--- src/rtl/hilo_muldiv.sv ---
// Execute-stage HI/LO unit: architectural HI/LO, MTHI/MTLO writes, forwarded
// MFHI/MFLO data and a multi-cycle MULT/MULTU/DIV/DIVU engine with busy/done.
module hilo_muldiv #(
    parameter int WIDTH    = 32,
    parameter int DIV_ITER = 32
) (
    input  logic             clk,
    input  logic             resetn,
    input  logic             hilo_write,
    input  logic             hi_sel,
    input  logic [WIDTH-1:0] wdata,
    input  logic             md_start,
    input  logic [1:0]       md_op,
    input  logic [WIDTH-1:0] src_a,
    input  logic [WIDTH-1:0] src_b,
    input  logic             md_cancel,
    output logic             busy,
    output logic             done,
    output logic [WIDTH-1:0] hi_out,
    output logic [WIDTH-1:0] lo_out,
    output logic [WIDTH-1:0] hi_rdata,
    output logic [WIDTH-1:0] lo_rdata
);

    localparam int CW = $clog2(DIV_ITER + 1);

    typedef enum logic [1:0] {S_IDLE, S_MUL, S_DIV} state_t;

    state_t             state_q, state_d;
    logic [WIDTH-1:0]   hi_q, hi_d;
    logic [WIDTH-1:0]   lo_q, lo_d;
    logic [WIDTH-1:0]   a_q, a_d;
    logic [WIDTH-1:0]   b_q, b_d;
    logic               sgn_q, sgn_d;
    logic               negq_q, negq_d;
    logic               negr_q, negr_d;
    logic               dz_q, dz_d;
    logic [CW-1:0]      cnt_q, cnt_d;
    logic [2*WIDTH-1:0] prod_q, prod_d;
    logic               done_q, done_d;

    // prod_q doubles as the divider's {remainder, quotient} shift pair.
    logic [2*WIDTH-1:0] a_ext, b_ext, mul_full;
    logic [WIDTH:0]     rem_sh, diff;
    logic [WIDTH-1:0]   abs_a, abs_b, q_mag, r_mag, q_fix, r_fix;
    logic               op_signed, start_ok;

    assign op_signed = ~md_op[0];
    assign start_ok  = md_start & ~md_cancel;

    assign abs_a = (op_signed & src_a[WIDTH-1]) ? (~src_a + 1'b1) : src_a;
    assign abs_b = (op_signed & src_b[WIDTH-1]) ? (~src_b + 1'b1) : src_b;

    assign a_ext    = {{WIDTH{sgn_q & a_q[WIDTH-1]}}, a_q};
    assign b_ext    = {{WIDTH{sgn_q & b_q[WIDTH-1]}}, b_q};
    assign mul_full = a_ext * b_ext;

    assign rem_sh = {prod_q[2*WIDTH-1:WIDTH], prod_q[WIDTH-1]};
    assign diff   = rem_sh - {1'b0, b_q};

    assign q_mag = prod_q[WIDTH-1:0];
    assign r_mag = prod_q[2*WIDTH-1:WIDTH];
    assign q_fix = negq_q ? (~q_mag + 1'b1) : q_mag;
    assign r_fix = negr_q ? (~r_mag + 1'b1) : r_mag;

    always_comb begin
        state_d = state_q;
        hi_d    = hi_q;
        lo_d    = lo_q;
        a_d     = a_q;
        b_d     = b_q;
        sgn_d   = sgn_q;
        negq_d  = negq_q;
        negr_d  = negr_q;
        dz_d    = dz_q;
        cnt_d   = cnt_q;
        prod_d  = prod_q;
        done_d  = 1'b0;
        case (state_q)
            S_IDLE: begin
                // A flushed start also kills a write issued alongside it.
                if (hilo_write && !(md_start && md_cancel)) begin
                    if (hi_sel) hi_d = wdata;
                    else        lo_d = wdata;
                end
                if (start_ok) begin
                    a_d   = src_a;
                    sgn_d = op_signed;
                    cnt_d = '0;
                    if (!md_op[1]) begin
                        state_d = S_MUL;
                        b_d     = src_b;
                    end else begin
                        state_d = S_DIV;
                        b_d     = abs_b;
                        prod_d  = {{WIDTH{1'b0}}, abs_a};
                        negq_d  = op_signed & (src_a[WIDTH-1] ^ src_b[WIDTH-1]);
                        negr_d  = op_signed & src_a[WIDTH-1];
                        dz_d    = (src_b == '0);
                    end
                end
            end
            S_MUL: begin
                if (md_cancel) begin
                    state_d = S_IDLE;
                end else if (cnt_q == '0) begin
                    prod_d = mul_full;
                    cnt_d  = cnt_q + 1'b1;
                end else begin
                    hi_d    = prod_q[2*WIDTH-1:WIDTH];
                    lo_d    = prod_q[WIDTH-1:0];
                    done_d  = 1'b1;
                    state_d = S_IDLE;
                end
            end
            S_DIV: begin
                if (md_cancel) begin
                    state_d = S_IDLE;
                end else if (cnt_q != CW'(DIV_ITER)) begin
                    prod_d[WIDTH-1:0]       = {prod_q[WIDTH-2:0], ~diff[WIDTH]};
                    prod_d[2*WIDTH-1:WIDTH] = diff[WIDTH] ? rem_sh[WIDTH-1:0]
                                                          : diff[WIDTH-1:0];
                    cnt_d = cnt_q + 1'b1;
                end else begin
                    // Zero divisor bypasses sign fix: LO all ones, HI = dividend.
                    hi_d    = dz_q ? a_q : r_fix;
                    lo_d    = dz_q ? {WIDTH{1'b1}} : q_fix;
                    done_d  = 1'b1;
                    state_d = S_IDLE;
                end
            end
            default: state_d = S_IDLE;
        endcase
    end

    always_ff @(posedge clk or negedge resetn) begin
        if (!resetn) begin
            state_q <= S_IDLE;
            hi_q    <= '0;
            lo_q    <= '0;
            a_q     <= '0;
            b_q     <= '0;
            sgn_q   <= 1'b0;
            negq_q  <= 1'b0;
            negr_q  <= 1'b0;
            dz_q    <= 1'b0;
            cnt_q   <= '0;
            prod_q  <= '0;
            done_q  <= 1'b0;
        end else begin
            state_q <= state_d;
            hi_q    <= hi_d;
            lo_q    <= lo_d;
            a_q     <= a_d;
            b_q     <= b_d;
            sgn_q   <= sgn_d;
            negq_q  <= negq_d;
            negr_q  <= negr_d;
            dz_q    <= dz_d;
            cnt_q   <= cnt_d;
            prod_q  <= prod_d;
            done_q  <= done_d;
        end
    end

    assign busy     = (state_q != S_IDLE);
    assign done     = done_q;
    assign hi_out   = hi_q;
    assign lo_out   = lo_q;
    assign hi_rdata = (hilo_write &  hi_sel & ~busy) ? wdata : hi_q;
    assign lo_rdata = (hilo_write & ~hi_sel & ~busy) ? wdata : lo_q;

endmodule

--- config.mk ---
export PLATFORM = sky130hd
export DESIGN_NAME = hilo_muldiv
export DESIGN_NICKNAME = d
export VERILOG_FILES = /design/src/rtl/hilo_muldiv.sv
export SDC_FILE = /design/constraint.sdc
export NUM_CORES = 2
export LEC_CHECK = 0
export ABC_AREA = 1
export ABC_CLOCK_PERIOD_IN_PS = 8140
export BUFFER_PORTS_ARGS = -buffer_cell sky130_fd_sc_hd__buf_4
export CAP_MARGIN = 40
export CORE_ASPECT_RATIO = 1.75
export CORE_MARGIN = 2
export CORE_UTILIZATION = 50
export CTS_BUF_LIST = sky130_fd_sc_hd__clkbuf_4
export CTS_CLUSTER_SIZE = 12
export DETAILED_ROUTE_END_ITERATION = 10
export GPL_TIMING_DRIVEN = 0
export HOLD_SLACK_MARGIN = 0.06
export PLACE_DENSITY = 0.8
export SYNTH_ARGS = -nofsm -noshare
export SYNTH_HDL_FRONTEND = slang
export SYNTH_SLANG_ARGS = --single-unit
--- constraint.sdc ---
create_clock -name clk -period 8.14 [get_ports clk]
set_clock_uncertainty 0.05 [all_clocks]
set_input_delay 1.628 -clock clk [delete_from_list [all_inputs] [get_ports clk]]
set_output_delay 1.628 -clock clk [all_outputs]
set_load 0.01 [all_outputs]
# Word-level counts from Yosys, hierarchy flattened
# Index checks and enable logic that the tools add are counted.
dict set report word_totals {
  reg_bits 205
  out_inout_bits 130
  word_cells 119
}
dict set report op_classes {
  addsub 6
  mul 1
  n_eq_ne 16
  mux 49
  bitwise 20
  reduce_logical 15
}
# cell n
set ops {}
lappend ops {{$mux W32} 22}
lappend ops {{$mux W64} 6}
lappend ops {{$pmux W32 S3} 2}
lappend ops {{$pmux W64 S3} 1}
lappend ops {{$add A32 B1 Y32 const B} 4}
lappend ops {{$not A32 Y32} 4}
lappend ops {{$mul A33 B33 Y64} 1}
lappend ops {{$sub A33 B32 Y33} 1}
lappend ops {{$logic_not A32 Y1} 1}
lappend ops {{$mux W6} 5}
lappend ops {{$ne A2 B2 Y1 const B} 11}
lappend ops {{$reduce_and A7 Y1} 3}
lappend ops {{$pmux W6 S3} 1}
lappend ops {{$mux W2} 6}
lappend ops {{$and A1 B1 Y1} 10}
lappend ops {{$add A6 B1 Y6 const B} 1}
lappend ops {{$logic_not A6 Y1} 1}
lappend ops {{$ne A3 B3 Y1 const B} 2}
lappend ops {{$ne A6 B6 Y1 const B} 1}
lappend ops {{$pmux W2 S3} 1}
lappend ops {{$reduce_and A3 Y1} 2}
lappend ops {{$reduce_and A6 Y1} 1}
lappend ops {{$not A1 Y1} 5}
lappend ops {{$mux W1} 4}
lappend ops {{10 further kinds} 11}

# Longest topological paths before layout
dict set report logic_depth {
  depth_word 7
  depth_mapped 37
}

# Worst setup path before layout
# OpenSTA, ideal clock, no wires.
dict set report synth_path {
  path_kind {register -> register}
  startpoint {register a_q[31]}
  endpoint {register prod_q[54]}
  arrival_time_ns 7.480
  path_slack_ns 0.494
  path_stages_with_launch 35
  path_buffers 3
  cell_sequence {dfrtp_1 clkbuf_1 nand2_1 clkbuf_1 buf_1 nor2_1 fa_1 inv_1 fa_1 inv_1 fa_1 fa_1 inv_1 fa_1 inv_1 fa_1 inv_1 fa_1 fa_1 inv_1 ha_1 nand2_1 nor2_1 inv_1 nor2_1 inv_1 nor2_1 and3_1 nand2_1 nand3_1 nand2_1 nand3_1 nand2_1 nand2_1 nand2_1}
}
dict set report synth_via {
  elab_chain_cells 5
}
# item line
set synth_rtl {}
lappend synth_rtl {{from (decl)} 32} ;# logic [WIDTH-1:0] a_q, a_d;
lappend synth_rtl {{from (signal assigned)} 141} ;# a_q <= '0;
lappend synth_rtl {{from (signal assigned)} 154} ;# a_q <= a_d;
lappend synth_rtl {{$and A1 B1 Y1} 54} ;# assign a_ext = {{WIDTH{sgn_q & a_q[WIDTH-1]}}, a_q};
lappend synth_rtl {{$mul A33 B33 Y64 *} 56} ;# assign mul_full = a_ext * b_ext;
lappend synth_rtl {{$mux W64 *} 106} ;# end else if (cnt_q == '0) begin
lappend synth_rtl {{$mux W64 *} 104} ;# if (md_cancel) begin
lappend synth_rtl {{$pmux W64 S3 *} 79} ;# case (state_q)
lappend synth_rtl {{to (signal assigned)} 161} ;# prod_q <= prod_d;
lappend synth_rtl {{to (decl)} 39} ;# logic [2*WIDTH-1:0] prod_q, prod_d;
# Mark *: on every way between the ends. The rest lies on a longest branch, timed or not. The select of a mux whose other input is x is not followed.
# A chain may end at the register's enable or synchronous reset.

# Worst setup path in the final report
dict set report layout_path {
  startpoint {register b_q[2]}
  endpoint {register prod_q[49]}
}
dict set report layout_via {
  elab_chain_cells 5
}
# item line
set layout_rtl {}
lappend layout_rtl {{from (decl)} 33} ;# logic [WIDTH-1:0] b_q, b_d;
lappend layout_rtl {{from (signal assigned)} 142} ;# b_q <= '0;
lappend layout_rtl {{from (signal assigned)} 155} ;# b_q <= b_d;
lappend layout_rtl {{parallel branches: the longest is 4 deep, another holds $mul A33 B33 Y64} --}
lappend layout_rtl {{$pmux W64 S3 *} 79}
# Mark *: on every way between the ends. The select of a mux whose other input is x is not followed.

==> results.yml <==
timing:
  setup_violations: 20
  rsz0062_at_grt: "true"
  post-route-min-period_ns: 8.45
  worst_slack_ns: -0.307
  maxSlewHeadroom_pct: 29.8
  fin_setup_tns_ns: -2.88
  max_freq_mhz: 118
  hold_violations: 0
  fin_crit_sh_pct: 104
  tightest_slew_ns: 1.05
  maxSlewViolCount: 0
synth:
  synthCells: 7837
  ys_top_cells_by_count: "2144 x nand2_1, 1908 x inv_1, 1126 x fa_1, 526 x nor2_1, 362 x o21ai_0"
  synthFlopType: "dfrtp_1"
  synth_warnings: 0
  yosys.cell_types.count: 59
  synth_area_mm2: 0.0568
  yosys.area.top_type_share_pct: 39.7
  ys_seq_area_share_pct: 9.02
  synth.most_common_cell: "nand2_1"
  ys_seq_elements: 205
  synth_area_leaders: "fa_1 40%, nand2_1 14%, inv_1 13%"
  synth_edf_count: 0
  syn_avg_cell_area_um2: 7.25
  yosysTopAreaCell: "fa_1"
  synthArstFlopShare_pct: 100
  synthesis.nets: 9321
floorplanning:
  fp.dieW_um: 259
  die_y_um: 450
  num_rows: 163
  fp.dieArea_mm2: 0.117
  core-area_mm2: 0.113
  io_pins: 234
  start_util_pct: 50.4
cells_and_area:
  fin_nets: 9759
  drive_above_1_share_pct: 12.9
  area_growth_syn_to_layout_pct: 14.8
  fin_cells: 9822
  regArea_mm2: 0.00516
  nFillCells: 10800
  multi_input_comb_area_mm2: 0.0446
placed_design:
  gp_congestion: 1.12
  dpl.cell_count: 9664
  portBuffers: 233
  place_hpwl_mm: 243
  preCtsSetupSlack_ns: -2.94
setup_path:
  slowest_stage: "dfrtp_1"
  slowest_delay_ns: 0.71
  crit_fanout: 7
  required_ns: 8.89
  cp_num_buf_inv: 8
  critPathArrivalTime_ns: 9.20
  cpMostUsedCell: "fa_1"
  critPathKind: "register to register"
  crit_family: "adder cells"
  endpoint_kind: "register"
  start_kind: "register"
clock_network:
  cts-hold-fix-buffers: 0
  cts-root-buf: "clkbuf_4"
  tritoncts: "yes"
  cts_buffers: 45
  clkTransAtPathRegs_ns: 0.08
  cts_buffer_depth: 3
  clk_latency_ns: 0.88
  clock_sinks: 205
  h-tree-depth: 2
hold_path:
  hp-class: "register to register"
global_routing:
  grt_pass1_wl_mm: 422
  grt_max_degree: 78
  grt_usage_pct: 50.9
  antenna_found_initial: 30
  grt_overflow_total: 0
  grt_pass1_vias: 61500
routing:
  routedWlPerCell_um: 29.4
  drc: 1
  drtAntennaViolNets: 0
  routed_wl_mm: 289
  via_count: 58100
  first_pass_iters: 9
  drtIter0Drc: 5949
  vias_per_cell: 5.91
outcome:
  status: "complete, but fails checks"
  violations: "DRC, setup timing"
run:
  max-cap-violations: 0
registers in the layout, summed over array words and instances (netlist names):
name,flops
hi_out,32
b_q,32
lo_out,32
a_q,32
cnt_q,6
sgn_q,1
prod_q,64
done,1
state_q,2
negr_q,1
negq_q,1
dz_q,1
cell type report:
cell class / instances / area share, %
plain buffers: 342 / 2.60
inverters: 1920 / 11.2
multi-input cells: 5328 / 68.3
clock inverters: 23 / 0.224
flip-flops and latches: 205 / 7.92
well taps: 1485 / 2.85
diodes: 28 / 0.107
repair buffers: 433 / 6.11
clock buffers: 58 / 0.667
repair_timing:
action,CTS,global route
endpoints found under the setup margin,44,41
gates cloned,0,1
endpoints found under the hold margin,0,0
gates resized for setup,327,418
setup buffers,42,44
pin swaps,31,77
per-stage QoR:
step,util [%],hold WS (ns),instance area (um^2)
6_report,57.9,0.477,65300
5_1_grt,57.8,0.504,65200
3_5_place_dp,54.8,0.463,61800
3_3_place_gp,53.6,0.450,60500
2_1_floorplan,-,0.425,56800
4_1_cts,56.4,0.476,63600
logic make-up (layout without fill, tap and decap cells):
| group | Yosys count | after routing | synth area share [%] |
|---|---|---|---|
| compound gates | 753 | 753 | 7.18 |
| xor+xnor | 50 | 50 | 0.770 |
| fa+ha+maj | 1380 | 1380 | 45.2 |
| buf+inv | 2304 | 2776 | 15.5 |
| flops | 205 | 205 | 9.02 |
| other cells | 0 | 28 | 0 |
| simple gates | 3145 | 3145 | 22.3 |
path summary, 6_finish.rpt:
kind	endpoint	cells past startpoint	slack, ns	from
max	prod_q[49]	28	-0.31	b_q[2]
max in group asynchronous	b_q[17]	3	6.17	resetn
min in group asynchronous	a_q[13]	1	0.68	resetn
max reg2reg	prod_q[49]	28	-0.31	b_q[2]
min	cnt_q[4]	1	0.48	cnt_q[4]
min reg2reg	cnt_q[4]	1	0.48	cnt_q[4]
cell usage in the layout (no fill, tap or decap), types with 25 or more instances in the layout:
cell | Yosys | final
diode_2 | 0 | 28
nand4_1 | 60 | 60
xnor2_1 | 25 | 25
nand2_1 | 2144 | 2100
nor2_2 | 7 | 38
nand2_2 | 20 | 47
fa_1 | 1126 | 1112
clkbuf_1 | 333 | 174
inv_2 | 5 | 36
ha_1 | 254 | 229
dfrtp_2 | 0 | 28
a21oi_1 | 242 | 217
buf_2 | 22 | 37
buf_4 | 6 | 312
nand3_2 | 9 | 44
nor2_4 | 1 | 40
clkbuf_4 | 0 | 75
nand3_4 | 1 | 26
dfrtp_1 | 205 | 177
buf_6 | 7 | 75
clkbuf_2 | 0 | 83
buf_8 | 0 | 47
nand3_1 | 298 | 238
nor2_1 | 526 | 456
o21ai_0 | 362 | 337
inv_1 | 1908 | 1850
xor2_1 | 25 | 25
o22ai_1 | 35 | 35
routing by layer:
| layer | wire length (um) | GRT usage, % | up-vias |
|---|---|---|---|
| li1 | - | - | 23900 |
| met1 | 81400 | 47.7 | 28000 |
| met2 | 132000 | 80.9 | 4130 |
| met3 | 28700 | 17.0 | 2007 |
| met4 | 46600 | 58.7 | 14 |
| met5 | 98 | 0.547 | - |
worst register-to-register path: cells and delay by family, from the launching register on:
family | cells | cell delay [ns]
fa+ha+maj | 9 | 4.47
buf+inv | 8 | 1.33
simple gates | 7 | 0.95
compound gates | 4 | 0.91
flops | 1 | 0.71
Power is left out: the tool's default activity adds up to more than one toggle a clock period on the data nets, which glitch-free logic cannot reach.
